===== config.mk =====
export PLATFORM = sky130hd
export DESIGN_NAME = amstrad_asic_unlock
export DESIGN_NICKNAME = d
export VERILOG_FILES = /design/src/rtl/amstrad_plus_pkg.sv /design/src/rtl/amstrad_asic_unlock.sv
export SDC_FILE = /design/constraint.sdc
export NUM_CORES = 1
export LEC_CHECK = 0
export BUFFER_PORTS_ARGS = -buffer_cell sky130_fd_sc_hd__buf_2
export CAP_MARGIN = 5
export CORE_ASPECT_RATIO = 1.1
export CORE_MARGIN = 1.5
export CORE_UTILIZATION = 25
export CTS_CLUSTER_DIAMETER = 60
export DETAILED_ROUTE_END_ITERATION = 10
export PLACE_DENSITY = 0.53
export SLEW_MARGIN = 10
export SYNTH_ARGS = -nofsm -noshare
export SYNTH_HDL_FRONTEND = slang
export SYNTH_SLANG_ARGS = --single-unit

===== constraint.sdc =====
create_clock -name CLK -period 6.7 [get_ports CLK]
set_input_delay 1.34 -clock CLK [delete_from_list [all_inputs] [get_ports CLK]]
set_output_delay 1.34 -clock CLK [all_outputs]
set_load 0.02 [all_outputs]

===== src/rtl/amstrad_plus_pkg.sv =====
`default_nettype none
// ============================================================================
// Module : amstrad_plus_pkg
// Desc   : Types, unlock table and decode constants shared by the Plus ASIC path
// Rev    : 1.0  initial release
// ============================================================================
package amstrad_plus_pkg;

    typedef enum logic [1:0] {
        ST_IDLE  = 2'd0,
        ST_SYNC  = 2'd1,
        ST_SEQ   = 2'd2,
        ST_FINAL = 2'd3
    } asic_state_e;

    // RMR2 field layout, also consumed by the memory mapper
    typedef struct packed {
        logic [2:0] tag;
        logic [1:0] page;
        logic [2:0] bank;
    } rmr2_t;

    localparam logic [2:0] RMR2_TAG   = 3'b101;
    localparam logic [7:0] RMR2_RESET = 8'hA0;

    localparam logic [3:0] UNLOCK_LEN  = 4'd15;
    localparam logic [7:0] UNLOCK_LAST = 8'hEE;

    // CRTC select: A[14]=0, A[9:8]=00.  Gate array: A[15:14]=01.
    localparam logic [15:0] CRTC_SEL_MASK  = 16'h4300;
    localparam logic [15:0] CRTC_SEL_MATCH = 16'h0000;
    localparam logic [15:0] GA_SEL_MASK    = 16'hC000;
    localparam logic [15:0] GA_SEL_MATCH   = 16'h4000;

    function automatic logic [7:0] unlock_byte(input logic [3:0] idx);
        case (idx)
            4'd1:    return 8'hFF;
            4'd2:    return 8'h77;
            4'd3:    return 8'hB3;
            4'd4:    return 8'h51;
            4'd5:    return 8'hA8;
            4'd6:    return 8'hD4;
            4'd7:    return 8'h62;
            4'd8:    return 8'h39;
            4'd9:    return 8'h9C;
            4'd10:   return 8'h46;
            4'd11:   return 8'h2B;
            4'd12:   return 8'h15;
            4'd13:   return 8'h8A;
            4'd14:   return 8'hCD;
            4'd15:   return UNLOCK_LAST;
            default: return 8'h00;
        endcase
    endfunction

endpackage
`default_nettype wire


===== src/rtl/amstrad_asic_unlock.sv =====
`default_nettype none
// ============================================================================
// Module : amstrad_asic_unlock
// Desc   : Plus ASIC unlock-sequence detector and RMR2 register
// Rev    : 1.0  initial release
// ============================================================================
module amstrad_asic_unlock
    import amstrad_plus_pkg::*;
(
    input  logic        CLK,
    input  logic        reset_n,
    input  logic        plus_mode,
    input  logic        gx4000_mode,
    input  logic        io_WR,
    input  logic [15:0] A,
    input  logic [7:0]  D,
    output logic        asic_enabled,
    output logic [7:0]  rmr2,
    output logic [3:0]  seq_idx
);

    logic        r_old_wr;
    logic        r_prev_nz;
    logic [3:0]  r_idx;
    logic        r_asic_enabled;
    logic [7:0]  r_rmr2;
    asic_state_e r_state;

    asic_state_e w_state_nxt;
    logic [3:0]  w_idx_nxt;
    logic        w_active;
    logic        w_we;
    logic        w_crtc_sel;
    logic        w_ga_sel;
    logic        w_d_nz;
    logic        w_unlock;
    logic        w_fail;
    rmr2_t       w_d_fields;

    assign w_active   = plus_mode | gx4000_mode;
    assign w_we       = ~r_old_wr & io_WR;
    assign w_crtc_sel = w_we & ((A & CRTC_SEL_MASK) == CRTC_SEL_MATCH);
    assign w_ga_sel   = w_we & ((A & GA_SEL_MASK) == GA_SEL_MATCH);
    assign w_d_nz     = (D != 8'h00);
    assign w_d_fields = rmr2_t'(D);

    // The edge detector keeps tracking the strobe even while inactive
    always_ff @(posedge CLK or negedge reset_n) begin
        if (!reset_n) begin
            r_old_wr <= 1'b0;
        end else begin
            r_old_wr <= io_WR;
        end
    end

    always_ff @(posedge CLK or negedge reset_n) begin
        if (!reset_n) begin
            r_state   <= ST_IDLE;
            r_idx     <= 4'd0;
            r_prev_nz <= 1'b0;
        end else begin
            r_state <= w_state_nxt;
            r_idx   <= w_idx_nxt;
            if (!w_active) begin
                r_prev_nz <= 1'b0;
            end else if (w_crtc_sel) begin
                r_prev_nz <= w_d_nz;
            end
        end
    end

    always_comb begin
        w_state_nxt = r_state;
        w_idx_nxt   = r_idx;
        w_unlock    = 1'b0;
        w_fail      = 1'b0;
        if (!w_active) begin
            w_state_nxt = ST_IDLE;
            w_idx_nxt   = 4'd0;
        end else if (w_crtc_sel) begin
            case (r_state)
                ST_IDLE: begin
                    if (w_d_nz) begin
                        w_state_nxt = ST_SYNC;
                    end
                end
                ST_SYNC: begin
                    if (!w_d_nz) begin
                        w_state_nxt = ST_SEQ;
                        w_idx_nxt   = 4'd1;
                    end
                end
                ST_SEQ: begin
                    if (D == unlock_byte(r_idx)) begin
                        w_idx_nxt = r_idx + 4'd1;
                        if (r_idx == UNLOCK_LEN - 4'd1) begin
                            w_state_nxt = ST_FINAL;
                        end
                    end else if (w_d_nz) begin
                        w_state_nxt = ST_SYNC;
                        w_idx_nxt   = 4'd0;
                    end else if (r_prev_nz) begin
                        // A zero right after a non-zero byte restarts the match
                        w_idx_nxt = 4'd1;
                    end else begin
                        w_state_nxt = ST_IDLE;
                        w_idx_nxt   = 4'd0;
                    end
                end
                ST_FINAL: begin
                    w_idx_nxt = 4'd0;
                    if (D == unlock_byte(UNLOCK_LEN)) begin
                        w_unlock    = 1'b1;
                        w_state_nxt = ST_IDLE;
                    end else begin
                        w_fail      = 1'b1;
                        w_state_nxt = w_d_nz ? ST_SYNC : ST_IDLE;
                    end
                end
                default: begin
                    w_state_nxt = ST_IDLE;
                    w_idx_nxt   = 4'd0;
                end
            endcase
        end
    end

    always_comb begin
        seq_idx = 4'd0;
        case (r_state)
            ST_SEQ:   seq_idx = r_idx;
            ST_FINAL: seq_idx = UNLOCK_LEN;
            default:  seq_idx = 4'd0;
        endcase
    end

    // crtc_sel and ga_sel are mutually exclusive, so no priority issue here
    always_ff @(posedge CLK or negedge reset_n) begin
        if (!reset_n) begin
            r_asic_enabled <= 1'b0;
            r_rmr2         <= RMR2_RESET;
        end else if (!w_active) begin
            r_asic_enabled <= 1'b0;
            r_rmr2         <= RMR2_RESET;
        end else if (w_unlock) begin
            r_asic_enabled <= 1'b1;
        end else if (w_fail) begin
            r_asic_enabled <= 1'b0;
            r_rmr2         <= RMR2_RESET;
        end else if (w_ga_sel && (w_d_fields.tag == RMR2_TAG) && r_asic_enabled) begin
            r_rmr2 <= D;
        end
    end

    assign asic_enabled = r_asic_enabled;
    assign rmr2         = r_rmr2;

endmodule
`default_nettype wire


### Yosys cells after proc, flatten, opt, wreduce, memory -nomap -nowiden

Memories as Yosys holds them, arrays and structs flattened.
Index checks and enable logic that the tools add are counted.

* ROM bits: 128
* memories: 1
* flip-flop bits (word level): 17
* bits of input ports: 29
* output and inout port bits: 13

Memories
* (no name shown): depth 16, width 8, rd ports 1, clocked after Yosys merged registers in 0, wr ports 0, RTL line amstrad_plus_pkg.sv:36 `case (idx)`

* eq/ne operators: 17
* reductions and logical operators: 8
* bitwise logic cells: 5
* muxes and demuxes: 39
* add/sub/neg operators: 1

Operator list (number)
* $mux W8: 7
* $mux W1: 17
* $logic_not A16 Y1: 1
* $mux W2: 8
* $mux W4: 4
* $pmux W4 S3: 1
* $eq A8 B8 Y1: 1
* $eq A8 B8 Y1 const B: 1
* $pmux W2 S4: 1
* $pmux W4 S2: 1
* $reduce_bool A8 Y1: 1
* $ne A3 B1 Y1 const B: 2
* $ne A3 B3 Y1 const B: 2
* $ne A5 B5 Y1 const B: 1
* $reduce_and A5 Y1: 1
* $add A4 B1 Y4 const B: 1
* $eq A2 B1 Y1 const B: 2
* $eq A2 B2 Y1 const B: 2
* $eq A4 B4 Y1 const B: 1
* $ne A4 B1 Y1 const B: 1
* $ne A4 B4 Y1 const B: 1
* $and A1 B1 Y1: 3
* $eq A3 B3 Y1 const B: 1
* $reduce_and A3 Y1: 1
* 7 further kinds: 8

### Depth between registers and ports, before layout

* depth in word-level cells: 10
* gate-level depth with buffers: 10
* mapped depth without buffers: 9

### Least setup slack after synthesis

No wires, ideal clock.

* path kind: input to register
* from: input D[1]
* to: register r_state[0]
* stages on the path: 7
* required time: 6.572 ns
* arrival: 2.923 ns
* slack: 3.650 ns
* cells stage by stage: or4_1 > nor2_2 > nand2_1 > a21oi_1 > a21oi_1 > mux2i_1 > mux2_1

* longest elaborated chain between the ends: 6
* elaborated cells between the ends (all ways): 15
* classes of those cells: 6 x eq/ne; 7 x mux; 2 x reduce/logical

Ends and longest elaborated chain
* start, declared: RTL line amstrad_asic_unlock.sv:16 `input logic [7:0] D,`
* $reduce_bool A8 Y1: RTL line amstrad_asic_unlock.sv:44 `assign w_d_nz = (D != 8'h00);`
* $mux W1 / $mux W2 (equally long branches): RTL line amstrad_asic_unlock.sv:117, amstrad_asic_unlock.sv:99
* $mux W1 / $mux W2 (equally long branches): RTL line amstrad_asic_unlock.sv:112, amstrad_asic_unlock.sv:94
* $pmux W2 S4: RTL line amstrad_asic_unlock.sv:81 `case (r_state)`
* $mux W2: RTL line amstrad_asic_unlock.sv:80 `end else if (w_crtc_sel) begin`
* $mux W2: RTL line amstrad_asic_unlock.sv:77 `if (!w_active) begin`
* end signal, assigned: RTL line amstrad_asic_unlock.sv:62 `r_state <= w_state_nxt;`
* end, declared: RTL line amstrad_asic_unlock.sv:27 `asic_state_e r_state;`

Parallel ways exist; a longest one is shown, timed or not. The select of a mux whose other input is x is not followed.
A chain may end at the register's enable or synchronous reset.

### Worst setup path in the final report

Same ends and word-level chain as after synthesis.

==> flow_summary_export.csv <==
group,metric,value,unit
setup_path,worst_path_most_repeated_cell,"a21oi_1",
synth,ys_ff_latch,17,
clock_network,cts-resized-gates,0,
timing,finalCritPeriodShare,46.45,%
clock_network,cts_htree_levels,1,
placed_design,place.gp.congestion,0.7195,
timing,finalHoldViolCount,0,
floorplanning,io_pins,42,
power_and_ir_drop,power.density,191.8,mW/mm2
clock_network,cts.reportedPaths.clkPinSlew,70,ps
setup_path,worstPathRequired,6840,ps
synth,yosysMostFrequentCell,"inv_1",
finish,area_growth,16.55,%
setup_path,crit_chain,"buf_2 -> or4_1 -> nor2_2 -> nand2_1 -> a21oi_1 -> a21oi_1 -> mux2i_1 -> mux2_1",
placed_design,dp_hpwl,2493,um
hold_path,whs_path_depth,2,
setup_path,reg2regPathDepth,9,
outcome,status,"completed",
global_route,grt_pass1_wl,5416,um
timing,fmax,321.4,MHz
power_and_ir_drop,ir_worst_vdd,0.07840,mV
route,dr.first_iter.drc_count,51,
synth,syn_avg_cell_area,9.128,um2
clock_network,worstSkewPairLatency,260,ps
synth,synth_cell_types,48,
clock_network,numCtsBuffers,3,
floorplanning,die_h,82.92,um
clock_network,clock-sinks,17,
finish,nNetsFinal,225,
timing,setup_tns,0,ps
clock_network,postCtsHoldBufs,0,
route,drt_first_pass_iters,4,
finish,multi_input_comb_area,907.1,um2
finish,drive_gt1_share,27.17,%
global_route,grt_max_degree,20,
timing,worst_slew_pin_slew,638.0,ps
synth,ys_warn_count,0,
synth,netlist.area_leader.share,25.86,%
floorplanning,dieArea,0.006273,mm2
route,routed_wl,3228,um
setup_path,critPathKind,"in2reg",
route,vias,1210,
placed_design,port_buffers,29,
timing,period_minus_slack,3112,ps
synth,synthArstFlopShare,100.0,%
synth,postSynthCellCount,159,
global_route,grt.total_usage,11.05,%
setup_path,cp_slowest_stage_delay,540,ps
setup_path,rrSetupSlack,3630,ps
finish,final_util,30.76,%
hold_path,min_from,"rmr2[6]",
run,drv_cap,0,
global_route,globalRouteOverflowTotal,0,
clock_network,cts_tree,"built",
setup_path,worst_setup_path_end_kind,"flop",
finish,diodes,0,
floorplanning,initial_core_util,26.39,%
floorplanning,dieWidth,75.65,um
synth,synth_area,0.001451,mm2
route,drc_errors,0,
clock_network,cts_setup_buffers,0,
setup_path,cp_slowest_cell,"or4_1",
synth,yosys-top-cells-area,"dfrtp_1 26%, ha_1 9.5%, mux4_1 5.4%",
route,detail-route-antenna-nets,0,
clock_network,cts_buffer_depth,2,
finish,seqCellArea,427.9,um2
floorplanning,num_rows,28,
timing,drv_slew,0,
clock_network,clockRootBuffer,"clkbuf_8",
hold_path,hold_path_end,"rmr2[6]",
timing,rsz0062_at_grt,"no",
timing,fin_skew,4.620,ps
setup_path,critPathMaxFanout,7,
synth,synth-edff-count,0,
timing,max-slew-margin-rel,57.47,%
synth,syn-num-nets,199,
timing,setup_violations,0,
route,via_per_inst,4.672,
floorplanning,core_area,0.005500,mm2
route,detail_route.wl_per_cell,12.46,um
setup_path,crit_path_start_kind,"primary input",
synth,yosys-top-cells-count,"16 x inv_1, 15 x dfrtp_1, 12 x nand2_1",
hold_path,hold_path.class,"reg2reg",
global_route,antenna_found_initial,0,
setup_path,arrival,3260,ps
synth,yosysTopAreaCell,"dfrtp_1",
finish,fillers,604,
synth,synthFlopType,"dfrtp_1",
global_route,grt_pass1_vias,1150,
power_and_ir_drop,p_leak,0.0007377,uW
setup_path,crit_start,"D[1]",
setup_path,worstReg2RegStart,"r_idx[1]",
synth,ys_seq_area_share,29.48,%
setup_path,timing.rr.end,"r_state[0]",
logic make-up (layout without fill, tap and decap cells):
family	Yosys count	count (layout)	synth area share, %
AND/OR/NAND/NOR	52	52	20.78
AO/OA/AOI/OAI	36	36	16.29
buffers and inverters	26	51	8.016
flip-flops	17	17	29.48
adder cells (fa/ha/maj)	11	11	9.483
multiplexers	10	10	11.21
XOR/XNOR	7	7	4.742
state kept, by name, summed over array words and instances (netlist names):
signal and flops:
r_state 2, r_old_wr 1, r_idx 4, asic_enabled 1, rmr2 8, r_prev_nz 1
where the power goes:
group          leakage (uW)  total, uW  internal, uW  switching, uW
clock network     0.0000255       78.1          41.3           36.8
registers          0.000218        123           113           9.94
logic              0.000494        123          49.6           73.6
total              0.000738        325           204            120
worst max-delay path by stage:
stage | slack [ps] | depth (start not counted) | to
after floorplan | 3650 | 7 | r_state[0]
after global placement | 3310 | 8 | r_state[0]
after detailed placement | 3330 | 8 | r_state[0]
after CTS | 3590 | 8 | r_state[0]
after global routing | 3400 | 8 | r_state[0]
final | 3590 | 8 | r_state[0]
area by class of cell:
type                            instances  area share (%)
Multi-Input combinational cell        116           53.62
Sequential cell                        17           25.30
Timing Repair Buffer                   30           9.024
Tap cell                               75           5.547
Inverter                               17           3.772
Clock buffer                            3           2.441
Clock inverter                          1          0.2959
layer usage:
layer | part of all wire, % | GRT usage [%]
met1 | 48 | 14.83
met2 | 44 | 16.99
met3 | 6.4 | 3.519
met4 | 0.90 | 2.760
met5 | 0 | 0
cells in the final DEF, fill, tap and decap left out, types with 2 or more instances in the layout:
cell / count
a21o_1: 3
xnor2_1: 3
xor2_1: 3
o211ai_1: 2
nor3_1: 3
inv_1: 16
a21oi_1: 7
buf_2: 29
a31oi_1: 3
nand4_2: 2
or2_2: 4
nand3_1: 9
mux2i_1: 5
nor2_1: 5
o221ai_1: 2
dfrtp_1: 15
ha_1: 11
o21ai_1: 8
nand2b_1: 2
dfstp_2: 2
clkbuf_8: 3
nor2b_1: 3
nor2_2: 2
mux4_1: 3
or4_1: 3
o31ai_1: 2
nand2_1: 12
through the flow:
step                      hold WS [ps]  total power, uW  instances  setup slack (ps)  area (um2)
after global routing             542.7            352.6        259              3397        1692
final                            492.4            324.5        259              3588        1692
after detailed placement         488.9            248.4        255              3326        1645
after CTS                        500.0            329.5        259              3593        1692
after floorplan                  542.3            210.9        159              3650        1451
after global placement           483.5            247.5        255              3312        1645
critical path: cells and delay by family:
kind            cells  cell delay (ps)
compound gates      2              300
buf+inv             1              130
mux                 2              580
simple gates        3              900
Power figures use the tool's default switching activity.
